File: src/rtl/alpha_recursion_ctrl_if.sv
// Bundle between the alpha recursion sequencer and its frame control, branch-metric
// buffer, alpha_element and alpha buffer.
interface alpha_recursion_ctrl_if #(
  parameter int BITS           = 32,
  parameter int STATES         = 4,
  parameter int OUTPUT_SYMBOLS = 4,
  parameter int ADDR_BITS      = 10
);
  logic                                 start;
  logic                                 abort;
  logic [ADDR_BITS-1:0]                 frame_len;
  logic                                 busy;
  logic                                 done;
  logic                                 error;
  logic                                 bm_rd_en;
  logic [ADDR_BITS-1:0]                 bm_rd_addr;
  logic [OUTPUT_SYMBOLS-1:0][BITS-1:0]  bm_rd_data;
  logic                                 elem_in_valid;
  logic [OUTPUT_SYMBOLS-1:0][BITS-1:0]  elem_branch_metric;
  logic [STATES-1:0][BITS-1:0]          elem_prev_alpha;
  logic                                 elem_out_valid;
  logic [STATES-1:0][BITS-1:0]          elem_alpha;
  logic                                 alpha_wr_en;
  logic [ADDR_BITS-1:0]                 alpha_wr_addr;
  logic [STATES-1:0][BITS-1:0]          alpha_wr_data;

  modport master (
    input  start, abort, frame_len, bm_rd_data, elem_out_valid, elem_alpha,
    output busy, done, error, bm_rd_en, bm_rd_addr, elem_in_valid,
           elem_branch_metric, elem_prev_alpha, alpha_wr_en, alpha_wr_addr, alpha_wr_data
  );

  modport slave (
    output start, abort, frame_len, bm_rd_data, elem_out_valid, elem_alpha,
    input  busy, done, error, bm_rd_en, bm_rd_addr, elem_in_valid,
           elem_branch_metric, elem_prev_alpha, alpha_wr_en, alpha_wr_addr, alpha_wr_data
  );
endinterface

File: src/rtl/alpha_recursion_ctrl.sv
// Forward (alpha) recursion sequencer: steps one alpha_element across a frame,
// closes its alpha feedback loop and writes alpha[0..N] into the alpha buffer.
module alpha_recursion_ctrl #(
  parameter int             BITS             = 32,
  parameter int             STATES           = 4,
  parameter int             OUTPUT_SYMBOLS   = 4,
  parameter int             ADDR_BITS        = 10,
  parameter int             ELEM_LATENCY     = 4,
  parameter int             TIMEOUT          = 64,
  parameter logic [BITS-1:0] ALPHA_INIT_START = 32'h3F80_0000,
  parameter logic [BITS-1:0] ALPHA_INIT_OTHER = 32'h0000_0000
) (
  input  logic                  clk,
  input  logic                  rst_n,
  alpha_recursion_ctrl_if.master bus
);

  typedef enum logic [2:0] {
    IDLE   = 3'd0,
    INIT   = 3'd1,
    READ   = 3'd2,
    ISSUE  = 3'd3,
    WAIT   = 3'd4,
    FINISH = 3'd5
  } state_t;

  typedef logic [STATES-1:0][BITS-1:0] alpha_t;

  // A TIMEOUT not above the element latency is clamped so a healthy element can always answer.
  localparam int TIMEOUT_EFF = (TIMEOUT > ELEM_LATENCY) ? TIMEOUT : (ELEM_LATENCY + 1);
  localparam int TW          = $clog2(TIMEOUT_EFF + 1);

  function automatic alpha_t init_alpha();
    alpha_t v;
    for (int s = 0; s < STATES; s++) begin
      v[s] = (s == 0) ? ALPHA_INIT_START : ALPHA_INIT_OTHER;
    end
    return v;
  endfunction

  state_t               state_r, state_s;
  logic [ADDR_BITS-1:0] n_r, n_s, k_r, k_s;
  logic [TW-1:0]        tcnt_r, tcnt_s;
  alpha_t               alpha_r, alpha_s;
  logic                 busy_r, busy_s, done_r, done_s, error_r, error_s;
  logic                 rd_en_r, rd_en_s, in_valid_r, in_valid_s, wr_en_r, wr_en_s;
  logic [ADDR_BITS-1:0] rd_addr_r, rd_addr_s, wr_addr_r, wr_addr_s;
  alpha_t               prev_alpha_r, prev_alpha_s, wr_data_r, wr_data_s;
  logic                 accept_s, hit_s, expire_s, last_s;

  assign accept_s = (state_r == IDLE) && bus.start;
  assign hit_s    = (state_r == WAIT) && bus.elem_out_valid && !bus.abort;
  assign expire_s = (state_r == WAIT) && !bus.elem_out_valid && !bus.abort &&
                    (tcnt_r == TW'(TIMEOUT_EFF - 1));
  assign last_s   = ((k_r + ADDR_BITS'(1'b1)) == n_r);

  // Next-state selection; abort wins over everything except an IDLE start.
  always_comb begin
    state_s = state_r;
    case (state_r)
      IDLE: begin
        if (bus.start) state_s = INIT;
        else           state_s = IDLE;
      end
      INIT: begin
        if (bus.abort)                        state_s = IDLE;
        else if (n_r != {ADDR_BITS{1'b0}})    state_s = READ;
        else                                  state_s = FINISH;
      end
      READ: begin
        if (bus.abort) state_s = IDLE;
        else           state_s = ISSUE;
      end
      ISSUE: begin
        if (bus.abort) state_s = IDLE;
        else           state_s = WAIT;
      end
      WAIT: begin
        if (bus.abort)               state_s = IDLE;
        else if (bus.elem_out_valid) state_s = last_s ? FINISH : READ;
        else if (expire_s)           state_s = IDLE;
        else                         state_s = WAIT;
      end
      FINISH:  state_s = IDLE;
      default: state_s = IDLE;
    endcase
  end

  // Next values of the datapath and of every registered output, derived from the next state.
  always_comb begin
    n_s          = n_r;
    k_s          = k_r;
    tcnt_s       = tcnt_r;
    alpha_s      = alpha_r;
    error_s      = error_r;
    wr_addr_s    = wr_addr_r;
    wr_data_s    = wr_data_r;
    rd_addr_s    = rd_addr_r;
    busy_s       = (state_s != IDLE);
    done_s       = (state_s == FINISH);
    rd_en_s      = (state_s == READ);
    in_valid_s   = (state_s == ISSUE);
    wr_en_s      = (state_s == INIT) || hit_s;
    prev_alpha_s = in_valid_s ? alpha_r : '0;

    if (accept_s) begin
      n_s     = bus.frame_len;
      k_s     = {ADDR_BITS{1'b0}};
      alpha_s = init_alpha();
      error_s = 1'b0;
    end else if (hit_s) begin
      k_s     = k_r + ADDR_BITS'(1'b1);
      alpha_s = bus.elem_alpha;
    end else if (expire_s) begin
      error_s = 1'b1;
    end else begin
      k_s     = k_r;
    end

    if (state_s == INIT) begin
      wr_addr_s = {ADDR_BITS{1'b0}};
      wr_data_s = init_alpha();
    end else if (hit_s) begin
      wr_addr_s = k_s;
      wr_data_s = bus.elem_alpha;
    end else begin
      wr_addr_s = wr_addr_r;
    end

    if (rd_en_s) rd_addr_s = k_s;
    else         rd_addr_s = rd_addr_r;

    // The timeout counter reads 0 during ISSUE and counts every cycle after it.
    if (state_s == ISSUE)                          tcnt_s = {TW{1'b0}};
    else if ((state_r == ISSUE) || (state_r == WAIT)) tcnt_s = tcnt_r + TW'(1'b1);
    else                                           tcnt_s = tcnt_r;
  end

  // State, datapath and output registers.
  always_ff @(posedge clk or negedge rst_n) begin
    if (!rst_n) begin
      state_r      <= IDLE;
      n_r          <= {ADDR_BITS{1'b0}};
      k_r          <= {ADDR_BITS{1'b0}};
      tcnt_r       <= {TW{1'b0}};
      alpha_r      <= '0;
      busy_r       <= 1'b0;
      done_r       <= 1'b0;
      error_r      <= 1'b0;
      rd_en_r      <= 1'b0;
      in_valid_r   <= 1'b0;
      wr_en_r      <= 1'b0;
      rd_addr_r    <= {ADDR_BITS{1'b0}};
      wr_addr_r    <= {ADDR_BITS{1'b0}};
      prev_alpha_r <= '0;
      wr_data_r    <= '0;
    end else begin
      state_r      <= state_s;
      n_r          <= n_s;
      k_r          <= k_s;
      tcnt_r       <= tcnt_s;
      alpha_r      <= alpha_s;
      busy_r       <= busy_s;
      done_r       <= done_s;
      error_r      <= error_s;
      rd_en_r      <= rd_en_s;
      in_valid_r   <= in_valid_s;
      wr_en_r      <= wr_en_s;
      rd_addr_r    <= rd_addr_s;
      wr_addr_r    <= wr_addr_s;
      prev_alpha_r <= prev_alpha_s;
      wr_data_r    <= wr_data_s;
    end
  end

  assign bus.busy            = busy_r;
  assign bus.done            = done_r;
  assign bus.error           = error_r;
  assign bus.bm_rd_en        = rd_en_r;
  assign bus.bm_rd_addr      = rd_addr_r;
  assign bus.elem_in_valid   = in_valid_r;
  assign bus.elem_prev_alpha = prev_alpha_r;
  assign bus.alpha_wr_en     = wr_en_r;
  assign bus.alpha_wr_addr   = wr_addr_r;
  assign bus.alpha_wr_data   = wr_data_r;
  // Read data arrives in the ISSUE cycle itself, so it is gated through rather than registered.
  assign bus.elem_branch_metric = in_valid_r ? bus.bm_rd_data : '0;

endmodule

File: src/flat_wrapper.sv
// flat-port wrapper written by rule: the top's interface ports become plain ports
module alpha_recursion_ctrl_flat 
#(
  parameter int             BITS             = 32,
  parameter int             STATES           = 4,
  parameter int             OUTPUT_SYMBOLS   = 4,
  parameter int             ADDR_BITS        = 10,
  parameter int             ELEM_LATENCY     = 4,
  parameter int             TIMEOUT          = 64,
  parameter logic [BITS-1:0] ALPHA_INIT_START = 32'h3F80_0000,
  parameter logic [BITS-1:0] ALPHA_INIT_OTHER = 32'h0000_0000
)
  (clk, rst_n, bus_start, bus_abort, bus_frame_len, bus_bm_rd_data, bus_elem_out_valid, bus_elem_alpha, bus_busy, bus_done, bus_error, bus_bm_rd_en, bus_bm_rd_addr, bus_elem_in_valid, bus_elem_branch_metric, bus_elem_prev_alpha, bus_alpha_wr_en, bus_alpha_wr_addr, bus_alpha_wr_data);
  alpha_recursion_ctrl_if #(.BITS(BITS), .STATES(STATES), .OUTPUT_SYMBOLS(OUTPUT_SYMBOLS), .ADDR_BITS(ADDR_BITS)) bus_i ();
  input  logic clk;
  input  logic rst_n;
  input wire logic [$bits(bus_i.start)-1:0] bus_start;
  input wire logic [$bits(bus_i.abort)-1:0] bus_abort;
  input wire logic [$bits(bus_i.frame_len)-1:0] bus_frame_len;
  input wire logic [$bits(bus_i.bm_rd_data)-1:0] bus_bm_rd_data;
  input wire logic [$bits(bus_i.elem_out_valid)-1:0] bus_elem_out_valid;
  input wire logic [$bits(bus_i.elem_alpha)-1:0] bus_elem_alpha;
  output wire logic [$bits(bus_i.busy)-1:0] bus_busy;
  output wire logic [$bits(bus_i.done)-1:0] bus_done;
  output wire logic [$bits(bus_i.error)-1:0] bus_error;
  output wire logic [$bits(bus_i.bm_rd_en)-1:0] bus_bm_rd_en;
  output wire logic [$bits(bus_i.bm_rd_addr)-1:0] bus_bm_rd_addr;
  output wire logic [$bits(bus_i.elem_in_valid)-1:0] bus_elem_in_valid;
  output wire logic [$bits(bus_i.elem_branch_metric)-1:0] bus_elem_branch_metric;
  output wire logic [$bits(bus_i.elem_prev_alpha)-1:0] bus_elem_prev_alpha;
  output wire logic [$bits(bus_i.alpha_wr_en)-1:0] bus_alpha_wr_en;
  output wire logic [$bits(bus_i.alpha_wr_addr)-1:0] bus_alpha_wr_addr;
  output wire logic [$bits(bus_i.alpha_wr_data)-1:0] bus_alpha_wr_data;
  assign bus_i.start = bus_start;
  assign bus_i.abort = bus_abort;
  assign bus_i.frame_len = bus_frame_len;
  assign bus_i.bm_rd_data = bus_bm_rd_data;
  assign bus_i.elem_out_valid = bus_elem_out_valid;
  assign bus_i.elem_alpha = bus_elem_alpha;
  assign bus_busy = bus_i.busy;
  assign bus_done = bus_i.done;
  assign bus_error = bus_i.error;
  assign bus_bm_rd_en = bus_i.bm_rd_en;
  assign bus_bm_rd_addr = bus_i.bm_rd_addr;
  assign bus_elem_in_valid = bus_i.elem_in_valid;
  assign bus_elem_branch_metric = bus_i.elem_branch_metric;
  assign bus_elem_prev_alpha = bus_i.elem_prev_alpha;
  assign bus_alpha_wr_en = bus_i.alpha_wr_en;
  assign bus_alpha_wr_addr = bus_i.alpha_wr_addr;
  assign bus_alpha_wr_data = bus_i.alpha_wr_data;
  alpha_recursion_ctrl #(.BITS(BITS), .STATES(STATES), .OUTPUT_SYMBOLS(OUTPUT_SYMBOLS), .ADDR_BITS(ADDR_BITS), .ELEM_LATENCY(ELEM_LATENCY), .TIMEOUT(TIMEOUT), .ALPHA_INIT_START(ALPHA_INIT_START), .ALPHA_INIT_OTHER(ALPHA_INIT_OTHER)) u_core (.clk(clk), .rst_n(rst_n), .bus(bus_i));
endmodule
File: config.mk
export PLATFORM = sky130hd
export DESIGN_NAME = alpha_recursion_ctrl_flat
export DESIGN_NICKNAME = d
export VERILOG_FILES = /design/src/rtl/alpha_recursion_ctrl_if.sv /design/src/rtl/alpha_recursion_ctrl.sv /design/src/flat_wrapper.sv
export SDC_FILE = /design/constraint.sdc
export NUM_CORES = 1
export LEC_CHECK = 0
export ABC_AREA = 1
export CORE_AREA = 2 2 264 266
export DETAILED_ROUTE_END_ITERATION = 16
export DIE_AREA = 0 0 266 268
export PLACE_DENSITY_LB_ADDON = 0.1
export SYNTH_ARGS = -nofsm -noshare
export SYNTH_HDL_FRONTEND = slang
export SYNTH_SLANG_ARGS = --single-unit
File: constraint.sdc
create_clock -name clk -period 3.63 [get_ports clk]
set_clock_uncertainty 0.05 [all_clocks]
set_input_delay 0.726 -clock clk [delete_from_list [all_inputs] [get_ports clk]]
set_output_delay 0.726 -clock clk [all_outputs]
set_load 0.03 [all_outputs]
==> metrics.yaml, run 1 <==
worst_setup_path:
  worst-path-buf-inv: 3
  timing.rr.end: "u_core.bus.bm_rd_addr[4]"
  worstSetupPathType: "reg2out"
  critPathLaunch: "u_core.bus.elem_in_valid"
  endpoint: "bus_elem_branch_metric[46]"
  crit_slowest_cell: "clkdlybuf4s50_1"
  r2r_slack_ns: 1.01
  ff2ff_path_depth: 14
  cpPeakStageDelay_ns: 0.72
  path_cells: "buf_12, nand2_1, inv_1, clkdlybuf4s50_1"
  crit_arrival_ns: 2.61
  crit_family: "buffers and inverters"
  cp_data_required_time_ns: 2.85
  critPathLaunchType: "register"
  worstReg2RegStart: "u_core.k_r[0]"
  path_max_fanout: 77
  crit_cells: 4
  critPathCaptureType: "primary output"
power_and_ir_drop:
  power_w: 0.0143
  p_leak_nw: 12.9
  powerDensity_mw_per_mm2: 538
  ir_worst_vdd_uv: 347
timing:
  fin_tns_setup_ns: 0
  fin_crit_sh_pct: 93.3
  finalCriticalPeriod_ns: 3.39
  tightest_slew_ns: 1.11
  relSlewSlack_pct: 25.9
  worst_slack_ns: 0.243
  slew_viol_final: 0
  rsz0062_at_grt: "no"
  setup_viol: 0
  fmax_mhz: 295
  hold_violations: 0
cells_and_area:
  fin_area_mm2: 0.0266
  fin_nets: 2768
  fillCellCount: 6839
  layout-drive-gt1-share_pct: 5.17
  multiInputGateArea_mm2: 0.00427
  final-seq-area_mm2: 0.0110
  syn2layout_area_growth_pct: 55.4
cts:
  cts-root-buf: "clkbuf_16"
  cts_resized: 0
  cts_sinks: 440
  clkSlewWorstSetupHoldPaths_ns: 0.06
  cts_tree: "built"
  clk_latency_ns: 0.59
  cts_buffers: 49
  post_cts_buffers: 0
  ctsHoldBuffers: 0
  h-tree-depth: 2
  clockBufferDepth: 3
yosys:
  ys_seq_elements: 440
  syn_inst: 1839
  synthFlopType: "dfrtp_1"
  async_flop_share_pct: 100
  yosys_warnings: 0
  syn-num-nets: 2112
  synth_edf_count: 0
  synth.distinct_cells: 32
  seq_area_frac_synth_pct: 64.4
  syn-cell-area_mm2: 0.0171
  postSynthAreaPerCell_um2: 9.29
die:
  coreArea_mm2: 0.0682
  die_h_um: 268
  die-area_mm2: 0.0713
  start_util_pct: 25.0
  die_x_um: 266
  ioPinCount: 681
  num_rows: 96
global_route:
  overflow: 0
  grtUsageTotal_pct: 18.3
  globalRouteMet3Util_pct: 6.46
  grt_pass1_wl_um: 98100
  busiest_layer: "met2"
  grt_util_met2_pct: 29.7
  grtUsageMet1_pct: 23.0
  grt_max_degree: 130
  antenna_found_initial: 14
  grt_pass1_vias: 14900
drt:
  drc: 0
  drt-vias-per-instance: 4.28
  routedWlPerCell_um: 19.7
  postRouteWirelength_um: 67600
  vias: 14700
  drt_iter0_markers: 910
  antenna_left: 0
  dr.pass1.iters: 5
place:
  place.gp.congestion: 0.831
  port-buffer-count: 680
  place_hpwl_um: 49800
  placed_area_mm2: 0.0250
  pre_cts_ws_ns: 0.642
hold_path:
  hp-class: "in2async"
outcome:
  outcome: "finished, final reports clean"
run:
  drv_cap: 0
## stage by stage
stage | cells | utilization, % | hold WS, ns
CTS | 3418 | 38.9 | 0.0709
global placement | 3326 | 36.6 | 0.411
global route | 3421 | 38.9 | 0.0822
detailed placement | 3326 | 36.6 | 0.418
floorplan | 1839 | - | 0.380
finish | 3423 | 38.9 | 0.0603
## cell usage in the layout (no fill, tap or decap), types with 2 or more instances in the layout
cell | netlist | final
nor4_1 | 2 | 2
nor3b_1 | 2 | 2
clkinvlp_4 | 0 | 2
o21ai_0 | 148 | 148
nor2_4 | 2 | 2
a21oi_1 | 11 | 11
buf_12 | 0 | 11
clkdlybuf4s50_1 | 0 | 679
clkbuf_1 | 74 | 14
nor2_1 | 148 | 148
nand3_1 | 181 | 180
dfrtp_1 | 440 | 439
o22ai_1 | 85 | 85
nor2_2 | 4 | 4
nand4_1 | 5 | 5
xnor2_1 | 2 | 2
clkinv_2 | 0 | 11
clkinv_1 | 2 | 2
nand2_2 | 6 | 6
ha_1 | 2 | 2
clkbuf_16 | 0 | 49
inv_1 | 371 | 371
inv_2 | 4 | 3
bufinv_16 | 0 | 2
inv_6 | 0 | 4
diode_2 | 0 | 5
buf_4 | 1 | 17
nor3_1 | 3 | 3
nand3_2 | 3 | 3
nand2_1 | 306 | 305
xor2_1 | 2 | 2
o21ai_1 | 2 | 2
clkbuf_8 | 0 | 9
## worst min-delay path by stage
stage	from	end	slack, ns
detailed placement	u_core.bus.bm_rd_addr[6]	u_core.bus.bm_rd_addr[6]	0.42
global placement	u_core.bus.bm_rd_addr[1]	u_core.bus.bm_rd_addr[1]	0.41
CTS	rst_n	u_core.alpha_r[104]	0.07
floorplan	rst_n	u_core.alpha_r[0]	0.38
global route	rst_n	u_core.bus.elem_prev_alpha[104]	0.08
finish	rst_n	u_core.alpha_r[104]	0.06
## registers in the layout (all words and copies together) (netlist names)
| signal | flops |
|---|---|
| u_core.bus.bm_rd_addr | 10 |
| u_core.state_r | 3 |
| u_core.bus.elem_in_valid | 1 |
| u_core.bus.alpha_wr_en | 1 |
| u_core.bus.error | 1 |
| u_core.alpha_r | 128 |
| u_core.bus.done | 1 |
| u_core.n_r | 10 |
| u_core.tcnt_r | 7 |
| u_core.bus.bm_rd_en | 1 |
| u_core.bus.alpha_wr_data | 128 |
| u_core.bus.alpha_wr_addr | 10 |
| u_core.k_r | 10 |
| u_core.bus.busy | 1 |
| u_core.bus.elem_prev_alpha | 128 |
## layout make-up
class                   count  share of cell area, %
clock inverters            20                  0.697
flip-flops and latches    440                   41.5
diodes                      5                 0.0471
multi-input cells         919                   16.1
inverters                 377                   5.36
well taps                 882                   4.15
repair buffers            708                   26.9
clock buffers              72                   5.28
## cells in the mapped netlist (3+ instances only)
library cell	number	share of area [%]
dfrtp_1	440	64
nor2_2	4	0.15
buf_1	15	0.33
nand3_1	181	5.3
nand4_1	5	0.18
nand3_2	3	0.18
nor2_1	148	3.3
nand2_1	306	6.7
inv_2	4	0.088
a21oi_1	11	0.32
o21ai_0	148	4.3
clkbuf_1	74	1.6
inv_1	371	8.1
nand2_2	6	0.22
nor3_1	3	0.088
buf_2	11	0.32
o22ai_1	85	3.1
## cells by family after synthesis
kind of cell,count (synthesis),synth area share (%)
simple gates,663,16.5
xor+xnor,4,0.205
compound gates,250,8.02
fa+ha+maj,2,0.146
flops,440,64.4
buf+inv,480,10.7
## power breakdown
part / total [W] / switching (W) / internal [W]
registers: 0.00554 / 0.000231 / 0.00531
clock network: 0.00490 / 0.00207 / 0.00284
logic: 0.00385 / 0.00253 / 0.00132
total: 0.0143 / 0.00483 / 0.00948
## layer usage
metal  up-vias  share of wire, %
met5         -             0.087
met3        68               8.8
met4        10               2.2
met1      7108                42
li1       7004                 -
met2       460                47
Power figures use the tool's default switching activity.
==> run 2: changes to the inputs <==
- CORE_AREA: 2 2 264 266 -> 2 2 267 269
- DIE_AREA: 0 0 266 268 -> 0 0 269 271
- TNS_END_PERCENT: default -> 30
==> run 2 against run 1 <==
  * Hold slack got worse by 0.027 ns
  * Combinational power rose by 2%
  * Setup slack worse by 0.018 ns
  * Sequential share of layout area shrank 0.24 points
  * Power increased by 2.1%
  * Die area up 2.3%
  * Register-to-register slack got worse by 0.08 ns
  * Final cell count is 1.6% higher
  * First-iteration DRC count down 8.2%
  * Flip-flop and latch count unchanged
  * Clock power grew 5.5%
  * Critical path type unchanged
  * Critical endpoint is now bus_elem_branch_metric[95]
  * Highest routed layer unchanged
==> metrics.yaml, run 2 (synthesized netlist as in run 1, its figures left out) <==
outcome:
  outcome: "finished, final reports clean"
drt:
  postRouteWirelength_um: 74000  # +9.5%
  drt-vias-per-instance: 4.18  # -2.2%
  antenna_left: 0  # unchanged
  drt_iter0_markers: 835  # -8.2%
  dr.pass1.iters: 5  # unchanged
  routedWlPerCell_um: 21.3  # +7.7%
  vias: 14600  # -0.65%
  drc: 0  # unchanged
power_and_ir_drop:
  powerDensity_mw_per_mm2: 547  # +1.5%
  ir_worst_vdd_uv: 289  # -17%
  p_leak_nw: 13.0  # +0.31%
die:
  coreArea_mm2: 0.0698  # +2.3%
  die_h_um: 271  # +1.1%
  die_x_um: 269  # +1.1%
  ioPinCount: 681  # unchanged
  die-area_mm2: 0.0729  # +2.3%
  num_rows: 97  # +1.0%
  start_util_pct: 24.5  # -0.56 points
global_route:
  grt_pass1_vias: 15000  # +0.27%
  overflow: 0  # unchanged
  grtUsageTotal_pct: 19.8  # +1.6 points
  grt_max_degree: 163  # +25%
  grt_pass1_wl_um: 106000  # +8.0%
  antenna_found_initial: 20  # +6
cells_and_area:
  fin_nets: 2769  # +0.036%
  layout-drive-gt1-share_pct: 5.21  # +0.044 points
  final_cell_mix: "679 x clkdlybuf4s50_1, 439 x dfrtp_1, 371 x inv_1"
  final_common_cell: "clkdlybuf4s50_1"
  stdcell_count: 3479  # +1.6%
  syn2layout_area_growth_pct: 56.4
  final-seq-area_mm2: 0.0110  # unchanged
  fin_util_pct: 38.3  # -0.64 points
  fillCellCount: 6976  # +2.0%
  multiInputGateArea_mm2: 0.00427  # unchanged
place:
  dp.cells: 3384  # +1.7%
  place_hpwl_um: 55900  # +12%
  port-buffer-count: 680  # unchanged
  place.gp.congestion: 0.929  # +12%
timing:
  finalCriticalPeriod_ns: 3.41  # +0.0178 ns
  setup_viol: 0  # unchanged
  relSlewSlack_pct: 28.6  # +2.7 points
  tightest_slew_ns: 1.07  # -0.0408 ns
  rsz0062_at_grt: "no"
  fmax_mhz: 294  # -0.52%
  hold_violations: 0  # unchanged
  fin_tns_setup_ns: 0  # unchanged
  slew_viol_final: 0  # unchanged
  fin_crit_sh_pct: 93.8  # +0.49 points
cts:
  cts_resized: 0  # unchanged
  clockBufferDepth: 3  # unchanged
  cts_sinks: 440  # unchanged
  cts-root-buf: "clkbuf_16"
  cts_buffers: 50  # +2.0%
  post_cts_buffers: 0  # unchanged
  h-tree-depth: 2  # unchanged
  cts_tree: "built"
  clkSlewWorstSetupHoldPaths_ns: 0.06  # about the same
  clk_latency_ns: 0.58  # about the same
  ctsHoldBuffers: 0  # unchanged
worst_setup_path:
  cp_data_required_time_ns: 2.85  # about the same
  worstSetupPathType: "reg2out"
  crit_slowest_cell: "clkdlybuf4s50_1"
  cpPeakStageDelay_ns: 0.72  # about the same
  critPathLaunchType: "register"
  critPathCaptureType: "primary output"
  path_max_fanout: 28  # -64%
  crit_arrival_ns: 2.63  # +0.02 ns
  path_cells: "buf_12, buf_4, nand2_1, inv_1, clkdlybuf4s50_1"
run:
  drv_cap: 0  # unchanged
hold_path:
  hp-class: "in2async"
[run 2: changes by cell type in the layout (fill, tap and decap cells not counted), sizes merged]
cell      previous run  this run
bufinv               2         5
clkinvlp             2         0
inv                380       377
[run 2: final timing paths]
check	startpoint	end	slack [ns]	depth (start not counted)
setup / recovery	u_core.bus.elem_in_valid	bus_elem_branch_metric[95]	0.22	5
hold / removal	rst_n	u_core.bus.alpha_wr_data[104]	0.03	1
setup reg to reg	u_core.k_r[0]	u_core.bus.bm_rd_addr[9]	0.93	14
hold reg to reg	u_core.bus.bm_rd_addr[2]	u_core.bus.bm_rd_addr[2]	0.42	2
max in group asynchronous	rst_n	u_core.k_r[8]	2.54	2
min in group clk	u_core.bus.bm_rd_addr[2]	u_core.bus.bm_rd_addr[2]	0.42	2
[run 2: report_power, final]
group          total, W  switching (W)  leakage [nW]  internal (W)
clock           0.00517        0.00205         0.834       0.00312
combinational   0.00391        0.00257          6.07       0.00133
sequential      0.00553       0.000221          6.05       0.00531
[run 2: per-layer routing]
layer / vias to the layer above / GRT usage, % / routed length [µm]
met5: - / 0 / 34
met4: 6 / 4.82 / 1310
met3: 84 / 5.89 / 5950
met2: 463 / 33.1 / 36100
met1: 7013 / 25.1 / 30600
li1: 6989 / - / -
[run 2: final cells by class]
type | count | area share (%)
sequential | 440 | 41.2
clock buffer | 72 | 5.40
inverter | 377 | 5.32
multi-input combinational | 919 | 16.0
timing repair buffer | 708 | 26.7
clock inverter | 18 | 0.904
antenna | 5 | 0.0468
tap | 940 | 4.40
[run 2: stage by stage]
step	setup WS (ns)	hold WS [ns]	total power, W	instance area (µm²)
6_report	0.225	0.0337	0.0146	26700
2_1_floorplan	1.49	0.380	0.00763	17100
3_3_place_gp	0.446	0.411	0.00959	25000
3_5_place_dp	0.400	0.412	0.00961	25000
4_1_cts	0.167	0.0302	0.0149	26700
5_1_grt	0.0439	0.0435	0.0154	26700
[run 2: worst max-delay path: cells and delay by family (launching register included)]
kind | cells | cell delay, ns
buf+inv | 4 | 1.31
flops | 1 | 0.63
simple gates | 1 | 0.08
==> run 3: changes to the inputs <==
- SETUP_SLACK_MARGIN: default -> 0.3
==> run 3 against run 2 <==
  * Wire length is 0.14% higher
  * Critical path depth stayed put
  * Sequential power hardly changed
  * Setup slack better by 0.19 ns
==> metrics.yaml, run 3 (synthesized netlist as in run 1, its figures left out) <==
outcome:
  outcome: "finished, final reports clean"
drt:
  dr.pass1.iters: 5  # unchanged
  routedWlPerCell_um: 21.3  # about the same
  top_layer: "met5"
  antenna_left: 0  # unchanged
  routed-wl-met3_um: 6130  # +3.1%
  drc: 0  # unchanged
  drt-vias-per-instance: 4.18  # about the same
  wl_met2_um: 36000  # -0.16%
  vias: 14600  # +0.027%
  postRouteWirelength_um: 74100  # +0.14%
  drt_iter0_markers: 831  # -0.48%
  drt-met1-wl_um: 30400  # -0.47%
timing:
  worst_slack_ns: 0.415  # +0.191 ns
  finalCriticalPeriod_ns: 3.21  # -0.191 ns
  rsz0062_at_grt: "no"
  relSlewSlack_pct: 29.2  # +0.60 points
  setup_viol: 0  # unchanged
  tightest_slew_ns: 1.06  # -0.00903 ns
  slew_viol_final: 0  # unchanged
  fmax_mhz: 311  # +5.9%
  fin_crit_sh_pct: 88.6  # -5.3 points
  fin_tns_setup_ns: 0  # unchanged
  hold_violations: 0  # unchanged
worst_setup_path:
  crit_arrival_ns: 2.44  # -0.19 ns
  cp_data_required_time_ns: 2.85  # about the same
  worst-path-buf-inv: 4  # unchanged
  cpPeakStageDelay_ns: 0.66  # -0.06 ns
  critPathCaptureType: "primary output"
  crit_family: "buffers and inverters"
  timing.rr.end: "u_core.bus.bm_rd_addr[9]"
  critPathLaunchType: "register"
  crit_slowest_cell: "clkdlybuf4s50_1"
  worstSetupPathType: "reg2out"
  path_max_fanout: 28  # unchanged
  r2r_slack_ns: 0.92  # about the same
  ff2ff_path_depth: 14  # unchanged
  worstReg2RegStart: "u_core.k_r[0]"
  path_cells: "buf_12, buf_6, nand2_1, inv_1, clkdlybuf4s50_1"
global_route:
  grt_pass1_wl_um: 106000  # +0.14%
  grt_max_degree: 163  # unchanged
  grt_pass1_vias: 15000  # unchanged
  overflow: 0  # unchanged
  grtUsageTotal_pct: 19.9  # +0.033 points
  antenna_found_initial: 20  # unchanged
cells_and_area:
  fin_nets: 2770  # +0.036%
  fillCellCount: 6977  # +0.014%
  fin_area_mm2: 0.0267  # about the same
  final_common_cell: "clkdlybuf4s50_1"
  syn2layout_area_growth_pct: 56.4  # about the same
  layout-drive-gt1-share_pct: 5.25  # +0.037 points
  fin_util_pct: 38.3  # about the same
  final_cell_mix: "668 x clkdlybuf4s50_1, 439 x dfrtp_1, 371 x inv_1"
die:
  num_rows: 97  # unchanged
  die_x_um: 269  # unchanged
  coreArea_mm2: 0.0698  # unchanged
  die-area_mm2: 0.0729  # unchanged
  die_h_um: 271  # unchanged
  start_util_pct: 24.5  # unchanged
  ioPinCount: 681  # unchanged
cts:
  clkSlewWorstSetupHoldPaths_ns: 0.06  # about the same
  clk_latency_ns: 0.58  # about the same
  clockBufferDepth: 3  # unchanged
  h-tree-depth: 2  # unchanged
  cts_sinks: 440  # unchanged
  cts_tree: "built"
  cts-root-buf: "clkbuf_16"
  cts_buffers: 50  # unchanged
place:
  placed_area_mm2: 0.0250  # unchanged
  pre_cts_ws_ns: 0.400  # unchanged
  port-buffer-count: 680  # unchanged
  place_hpwl_um: 55900  # unchanged
  place.gp.congestion: 0.929  # unchanged
hold_path:
  hp-class: "in2async"
power_and_ir_drop:
  powerDensity_mw_per_mm2: 546  # about the same
  p_leak_nw: 13.0  # +0.66%
  power_w: 0.0146  # about the same
  ir_worst_vdd_uv: 289  # about the same
run:
  drv_cap: 0  # unchanged
run 3: changes by cell type in the layout (fill, tap and decap cells not counted):
| cell | before | now |
|---|---|---|
| buf_4 | 18 | 17 |
| buf_6 | 0 | 2 |
| clkdlybuf4s50_1 | 679 | 668 |
| diode_2 | 5 | 7 |
| dlygate4sd2_1 | 0 | 9 |
| dlymetal6s2s_1 | 0 | 2 |
run 3: final cells by class:
cell class | instances | area [µm²] | share of cell area [%]
tap | 940 | 1180 | 4.40
multi-input combinational | 919 | 4270 | 16.0
clock buffer | 72 | 1440 | 5.40
timing repair buffer | 709 | 7160 | 26.8
inverter | 377 | 1420 | 5.32
antenna | 7 | 17.5 | 0.0655
clock inverter | 18 | 241 | 0.903
sequential | 440 | 11000 | 41.2
run 3: metal layers:
layer  GRT usage [%]  vias to the layer above
met5               0                        -
met4            4.82                        6
met3            5.90                       86
met2            33.1                      454
met1            25.1                     7019
li1                -                     6994
run 3: what timing repair did:
item	CTS	global route
gates resized for setup	9	3
hold buffers	0	0
setup endpoints to repair	32	18
gates cloned	0	0
setup buffers	1	0
hold endpoints to repair	0	0
run 3: how the worst max path moves through the flow:
stage	end	slack (ns)	start	depth (start not counted)
after floorplan	bus_elem_branch_metric[107]	1.49	u_core.bus.elem_in_valid	4
after global placement	u_core.alpha_r[13]	0.45	bus_elem_out_valid	7
after detailed placement	u_core.alpha_r[17]	0.40	bus_elem_out_valid	7
after CTS	bus_elem_branch_metric[116]	0.27	u_core.bus.elem_in_valid	5
after global routing	bus_elem_branch_metric[111]	0.30	u_core.bus.elem_in_valid	5
final	bus_elem_branch_metric[44]	0.42	u_core.bus.elem_in_valid	5
run 3: stage by stage:
stage               hold slack, ns  cells
finish                      0.0350   3482
global route                0.0435   3479
CTS                         0.0302   3475
detailed placement           0.412   3384
global placement             0.411   3384
floorplan                    0.380   1839
run 3: power breakdown:
part | switching [W] | total, W | internal [W]
Sequential | 0.000215 | 0.00553 | 0.00531
Combinational | 0.00258 | 0.00391 | 0.00133
Clock | 0.00205 | 0.00517 | 0.00312
Total | 0.00485 | 0.0146 | 0.00976
run 3: worst register-to-register path: stages, from the launching register on:
cell and delay (ns):
dfrtp_1 0.45, ha_1 0.26, nand2_2 0.13, inv_2 0.06
nor2_1 0.16, nand2_1 0.10, a21oi_1 0.19, nand2_1 0.08
nor2_2 0.10, nand3_2 0.08, o21ai_1 0.21, nand2_2 0.25
nand2_2 0.34, nand2_1 0.10, nand2_1 0.07
